**src/rtl/median_window_feeder.sv**
```systemverilog
// median_window_feeder: buffers two previous lines of a raster pixel stream and,
// for every complete 3x3 neighbourhood, serializes its 9 pixels to the median
// core, then waits for the core's DSO strobe before sending the next window.
module median_window_feeder #(
  parameter int unsigned W     = 8,
  parameter int unsigned IMG_W = 16,
  parameter int unsigned IMG_H = 16
) (
  input  logic         CLK,
  input  logic         nRST,
  input  logic [W-1:0] PIX_IN,
  input  logic         PIX_VAL,
  output logic         PIX_RDY,
  input  logic         MED_DSO,
  output logic [W-1:0] DI,
  output logic         DSI,
  output logic         FRAME_END
);

  localparam int unsigned CW   = (IMG_W > 1) ? $clog2(IMG_W) : 1;
  localparam int unsigned RW   = (IMG_H > 1) ? $clog2(IMG_H) : 1;
  localparam int unsigned IW   = 4;
  localparam int unsigned NWIN = 9;

  typedef enum logic [1:0] {
    ST_ACCEPT,
    ST_EMIT,
    ST_WAIT
  } state_t;

  state_t        state;
  state_t        state_nxt;
  logic [CW-1:0] col;
  logic [CW-1:0] col_nxt;
  logic [RW-1:0] row;
  logic [RW-1:0] row_nxt;
  logic [IW-1:0] idx;
  logic [IW-1:0] idx_nxt;
  logic          last_win;
  logic          last_win_nxt;
  logic [W-1:0]  di_nxt;
  logic          dsi_nxt;
  logic          frame_end_nxt;

  // line buffers (L1 = previous line, L2 = line before) and the 3x3 window,
  // stored row-major with index 0 = oldest line, leftmost column
  logic [W-1:0]  lb1 [IMG_W];
  logic [W-1:0]  lb2 [IMG_W];
  logic [W-1:0]  win [NWIN];
  logic [W-1:0]  win_sh [NWIN];
  logic [W-1:0]  lb1_rd;
  logic [W-1:0]  lb2_rd;

  logic          accept;
  logic          at_last_col;
  logic          at_last_row;
  logic          win_ready;

  assign accept      = (state == ST_ACCEPT) && PIX_VAL;
  assign at_last_col = (col == CW'(IMG_W - 1));
  assign at_last_row = (row == RW'(IMG_H - 1));
  assign win_ready   = (row >= RW'(2)) && (col >= RW'(0) + RW'(0) + RW'(0) || 1'b1) && (col >= CW'(2));
  assign lb1_rd      = lb1[col];
  assign lb2_rd      = lb2[col];

  // ready is a pure function of the state so the upstream sees it immediately
  assign PIX_RDY = (state == ST_ACCEPT);

  // window after the pending accept: columns shift left, new right column
  // comes from the line buffers (read before they are updated) and the pixel
  always_comb begin
    win_sh[0] = win[1];
    win_sh[1] = win[2];
    win_sh[2] = lb2_rd;
    win_sh[3] = win[4];
    win_sh[4] = win[5];
    win_sh[5] = lb1_rd;
    win_sh[6] = win[7];
    win_sh[7] = win[8];
    win_sh[8] = PIX_IN;
  end

  // pixel datapath: line buffers and window registers are not reset
  always_ff @(posedge CLK) begin
    if (accept) begin
      lb2[col] <= lb1_rd;
      lb1[col] <= PIX_IN;
      win      <= win_sh;
    end
  end

  // state, counters and registered outputs
  always_ff @(posedge CLK or negedge nRST) begin
    if (!nRST) begin
      state     <= ST_ACCEPT;
      col       <= '0;
      row       <= '0;
      idx       <= '0;
      last_win  <= 1'b0;
      DI        <= '0;
      DSI       <= 1'b0;
      FRAME_END <= 1'b0;
    end else begin
      state     <= state_nxt;
      col       <= col_nxt;
      row       <= row_nxt;
      idx       <= idx_nxt;
      last_win  <= last_win_nxt;
      DI        <= di_nxt;
      DSI       <= dsi_nxt;
      FRAME_END <= frame_end_nxt;
    end
  end

  // next-state, counter advance and next output values
  always_comb begin
    state_nxt     = state;
    col_nxt       = col;
    row_nxt       = row;
    idx_nxt       = idx;
    last_win_nxt  = last_win;
    di_nxt        = '0;
    dsi_nxt       = 1'b0;
    frame_end_nxt = 1'b0;

    case (state)
      ST_ACCEPT: begin
        if (PIX_VAL) begin
          if (at_last_col) begin
            col_nxt = '0;
            row_nxt = at_last_row ? '0 : row + RW'(1);
          end else begin
            col_nxt = col + CW'(1);
          end
          if (win_ready) begin
            state_nxt    = ST_EMIT;
            idx_nxt      = '0;
            dsi_nxt      = 1'b1;
            di_nxt       = win_sh[0];
            last_win_nxt = at_last_row && at_last_col;
          end
        end
      end

      ST_EMIT: begin
        if (idx == IW'(NWIN - 1)) begin
          state_nxt = ST_WAIT;
        end else begin
          idx_nxt = idx + IW'(1);
          dsi_nxt = 1'b1;
          di_nxt  = win[idx + IW'(1)];
        end
      end

      ST_WAIT: begin
        if (MED_DSO) begin
          state_nxt     = ST_ACCEPT;
          frame_end_nxt = last_win;
        end
      end

      default: begin
        state_nxt = ST_ACCEPT;
      end
    endcase
  end

endmodule

```
**config.mk**
```make
export PLATFORM = sky130hd
export DESIGN_NAME = median_window_feeder
export DESIGN_NICKNAME = d
export VERILOG_FILES = /design/src/rtl/median_window_feeder.sv
export SDC_FILE = /design/constraint.sdc
export NUM_CORES = 1
export LEC_CHECK = 0
export BUFFER_PORTS_ARGS = -buffer_cell sky130_fd_sc_hd__buf_2
export CAP_MARGIN = 10
export CORE_AREA = 2 2 154 172
export CTS_CLUSTER_DIAMETER = 80
export DETAILED_ROUTE_END_ITERATION = 16
export DIE_AREA = 0 0 156 174
export GPL_ROUTABILITY_DRIVEN = 1
export PLACE_DENSITY = 0.76
export REMOVE_ABC_BUFFERS = 1
export SKIP_LAST_GASP = 1
export SYNTH_ARGS = -nofsm -noshare
export SYNTH_HDL_FRONTEND = slang
export SYNTH_SLANG_ARGS = --single-unit
```
**constraint.sdc**
```tcl
create_clock -name CLK -period 4.1 [get_ports CLK]
set_clock_uncertainty 0.05 [all_clocks]
set_input_delay 0.82 -clock CLK [delete_from_list [all_inputs] [get_ports CLK]]
set_output_delay 0.82 -clock CLK [all_outputs]
set_load 0.02 [all_outputs]
```
==> flow_metrics.env <==
export IMPL_outcome="completed"
export IMPL_critPathMaxFanout=47
export IMPL_drt_initial_drc_count=656
export IMPL_ys_types=42
export IMPL_drive_above_1_share_pct=24.9
export IMPL_diodes=0
export IMPL_max_cap_violations=0
export IMPL_met1_usage_pct=26.9
export IMPL_min_period_over_period_pct=71.4
export IMPL_placed_area_um2=14400
export IMPL_hold_viol_final=0
export IMPL_p_per_area_nw_per_um2=760
export IMPL_postCtsSetupBuffers=0
export IMPL_clock_sinks=353
export IMPL_dieArea_um2=27100
export IMPL_first_pass_iters=5
export IMPL_power_mw=11.8
export IMPL_cp_arrival_ns=3.01
export IMPL_syn_area_um2=13800
export IMPL_rows=62
export IMPL_syn_to_final_growth_pct=12.5
export IMPL_max_slew_margin_rel_pct=39.6
export IMPL_r2r_start="col[0]"
export IMPL_layout_common_cells="328 x edfxtp_1, 64 x mux4_2, 37 x nand2_1, 37 x clkbuf_16, 36 x nand3_1"
export IMPL_antenna_left=0
export IMPL_root_buffer="clkbuf_16"
export IMPL_routed_via_count=6642
export IMPL_synth_seq_area_share_pct=76.0
export IMPL_fin_area_um2=15500
export IMPL_critPathRequiredTime_ns=4.19
export IMPL_r2r_slack_ns=1.17
export IMPL_grt_overflow_total=0
export IMPL_use_met3_pct=4.34
export IMPL_synth_area_leader_cell="edfxtp_1"
export IMPL_grt_pass1_wl_um=41900
export IMPL_htree_levels=2
export IMPL_grtUsageMet2_pct=34.5
export IMPL_end_kind="flop"
export IMPL_grt_usage_pct=20.7
export IMPL_fp_dieH_um=174
export IMPL_antenna_found_initial=0
export IMPL_synth_top_area_share_pct=71.5
export IMPL_r2r_end="lb2[12][3]"
export IMPL_critPathKind="flop to flop"
export IMPL_min_period_ns=2.93
export IMPL_routed_wl_um=26500
export IMPL_wire_per_inst_um=24.2
export IMPL_p_leak_nw=5.24
export IMPL_nNetsFinal=771
export IMPL_start_util_pct=54.0
export IMPL_hold_path_class="primary input to asynchronous set/reset pin"
export IMPL_io_pins=23
export IMPL_grt_pass1_vias=7087
export IMPL_num_fill_cells=1672
export IMPL_grt_max_degree=67
export IMPL_peakVddDrop_v=0.000303
export IMPL_yosysWarnings=0
export IMPL_dp_hpwl_um=15600
export IMPL_clk_latency_ns=0.51
export IMPL_port_buffers=22
export IMPL_vias_per_cell=6.07
export IMPL_hold_worst_slack_ns=0.250
export IMPL_cts_buffer_depth=3
export IMPL_cts_tree="built"
export IMPL_drc_errors=0
export IMPL_core_area_um2=25500
export IMPL_top_usage_layer="met2"
export IMPL_cts_clk_slew_worst_paths_ns=0.07
export IMPL_die_w_um=156
export IMPL_synthTopCellsByArea="edfxtp_1 71%, mux4_2 10%, dfrtp_1 4.5%"
export IMPL_final_common_cell="edfxtp_1"
export IMPL_rr_worst_depth=4
export IMPL_hold_buffers=0
export IMPL_ctsResizeCount=0
export IMPL_fin_tns_setup_ns=0
export IMPL_setup_viol=0
export IMPL_final_util_pct=60.7
export IMPL_crit_end="lb2[12][3]"
export IMPL_rsz0062_at_grt="false"
export IMPL_worstSetupStartpoint="col[0]"
export IMPL_ys_seq_elements=353
export IMPL_slew_viol_final=0
export IMPL_clock_fmax_mhz=342
export IMPL_netlist_instances=697
export IMPL_syn_avg_cell_area_um2=19.8
export IMPL_worst_slew_pin_slew_ns=0.907
export IMPL_crit_path_start_kind="flop"
export IMPL_cts_inserted_buffers=34
export IMPL_gp_congestion=0.804
[layer usage]
layer | part of all wire [%] | routed length [um] | vias up
li1 | - | - | 2927
met1 | 38 | 10200 | 3412
met2 | 52 | 13700 | 237
met3 | 6.1 | 1630 | 66
met4 | 3.9 | 1040 | 0
met5 | 0 | 0 | -
[per-stage QoR]
stage          worst slack (ns)  std cells
6_report                   1.17       1095
5_1_grt                   0.876       1095
4_1_cts                    1.13       1095
3_5_place_dp               1.13       1035
3_3_place_gp               1.19       1035
2_1_floorplan            -0.866        659
[worst max-delay path, stage by stage (launching register included)]
cell and delay [ns]:
dfrtp_4 1.02, buf_4 0.36, mux4_2 0.52, a22oi_1 0.24, nand2_1 0.34
[power breakdown]
group          switching (mW)  internal (mW)  total (mW)
Sequential              0.427           5.00        5.43
Clock                    1.25           1.93        3.18
Combinational            1.89           1.28        3.17
Total                    3.57           8.20        11.8
[registers in the layout, indices dropped and copies added, names as in the netlist]
name / count
DI: 8
DSI: 1
FRAME_END: 1
col: 4
idx: 4
last_win: 1
lb1: 128
lb2: 128
row: 4
state: 2
win: 72
[cell usage after synthesis (all sizes together)]
cell / number
nand4bb: 1
xor2: 2
nor2: 18
nand4: 12
nor4: 2
o221ai: 8
and2: 1
nand3b: 1
nand3: 36
o22ai: 3
nor3b: 3
buf: 30
nand2b: 5
o41ai: 1
a22oi: 32
nor3: 4
clkinv: 1
edfxtp: 328
ha: 8
xnor2: 5
or2: 2
a21oi: 2
inv: 15
and2b: 1
nor2b: 2
o21ai: 4
clkbuf: 8
nand2: 37
mux4: 64
a21o: 2
mux2i: 34
dfrtp: 25
[how the worst min path moves through the flow]
stage	slack [ns]	endpoint	startpoint	cells past startpoint
2_1_floorplan	0.38	win[16]	win[8]	0
3_3_place_gp	0.38	win[45]	win[37]	0
3_5_place_dp	0.38	win[10]	win[2]	0
4_1_cts	0.26	idx[3]	nRST	1
5_1_grt	0.28	DI[6]	nRST	1
6_report	0.25	DI[6]	nRST	1
[logic make-up after synthesis]
family	Yosys count	synth area share [%]
AOI/OAI and AO/OA	52	3.14
xor gates and xnor gates	7	0.499
adders and majority gates	8	0.726
buffers and inverters	54	2.16
DFF	353	76.0
muxes	98	12.9
and+or+nand+nor	125	4.53
[final cells by class]
class | count | area, um2 | area share [%]
Clock buffer | 46 | 980 | 6.32
Multi-Input combinational cell | 290 | 3030 | 19.6
Clock inverter | 14 | 168 | 1.08
Tap cell | 320 | 400 | 2.58
Timing Repair Buffer | 56 | 378 | 2.44
Inverter | 16 | 60.1 | 0.388
Sequential cell | 353 | 10500 | 67.6
Note: power is estimated with default switching activity, not from simulation.
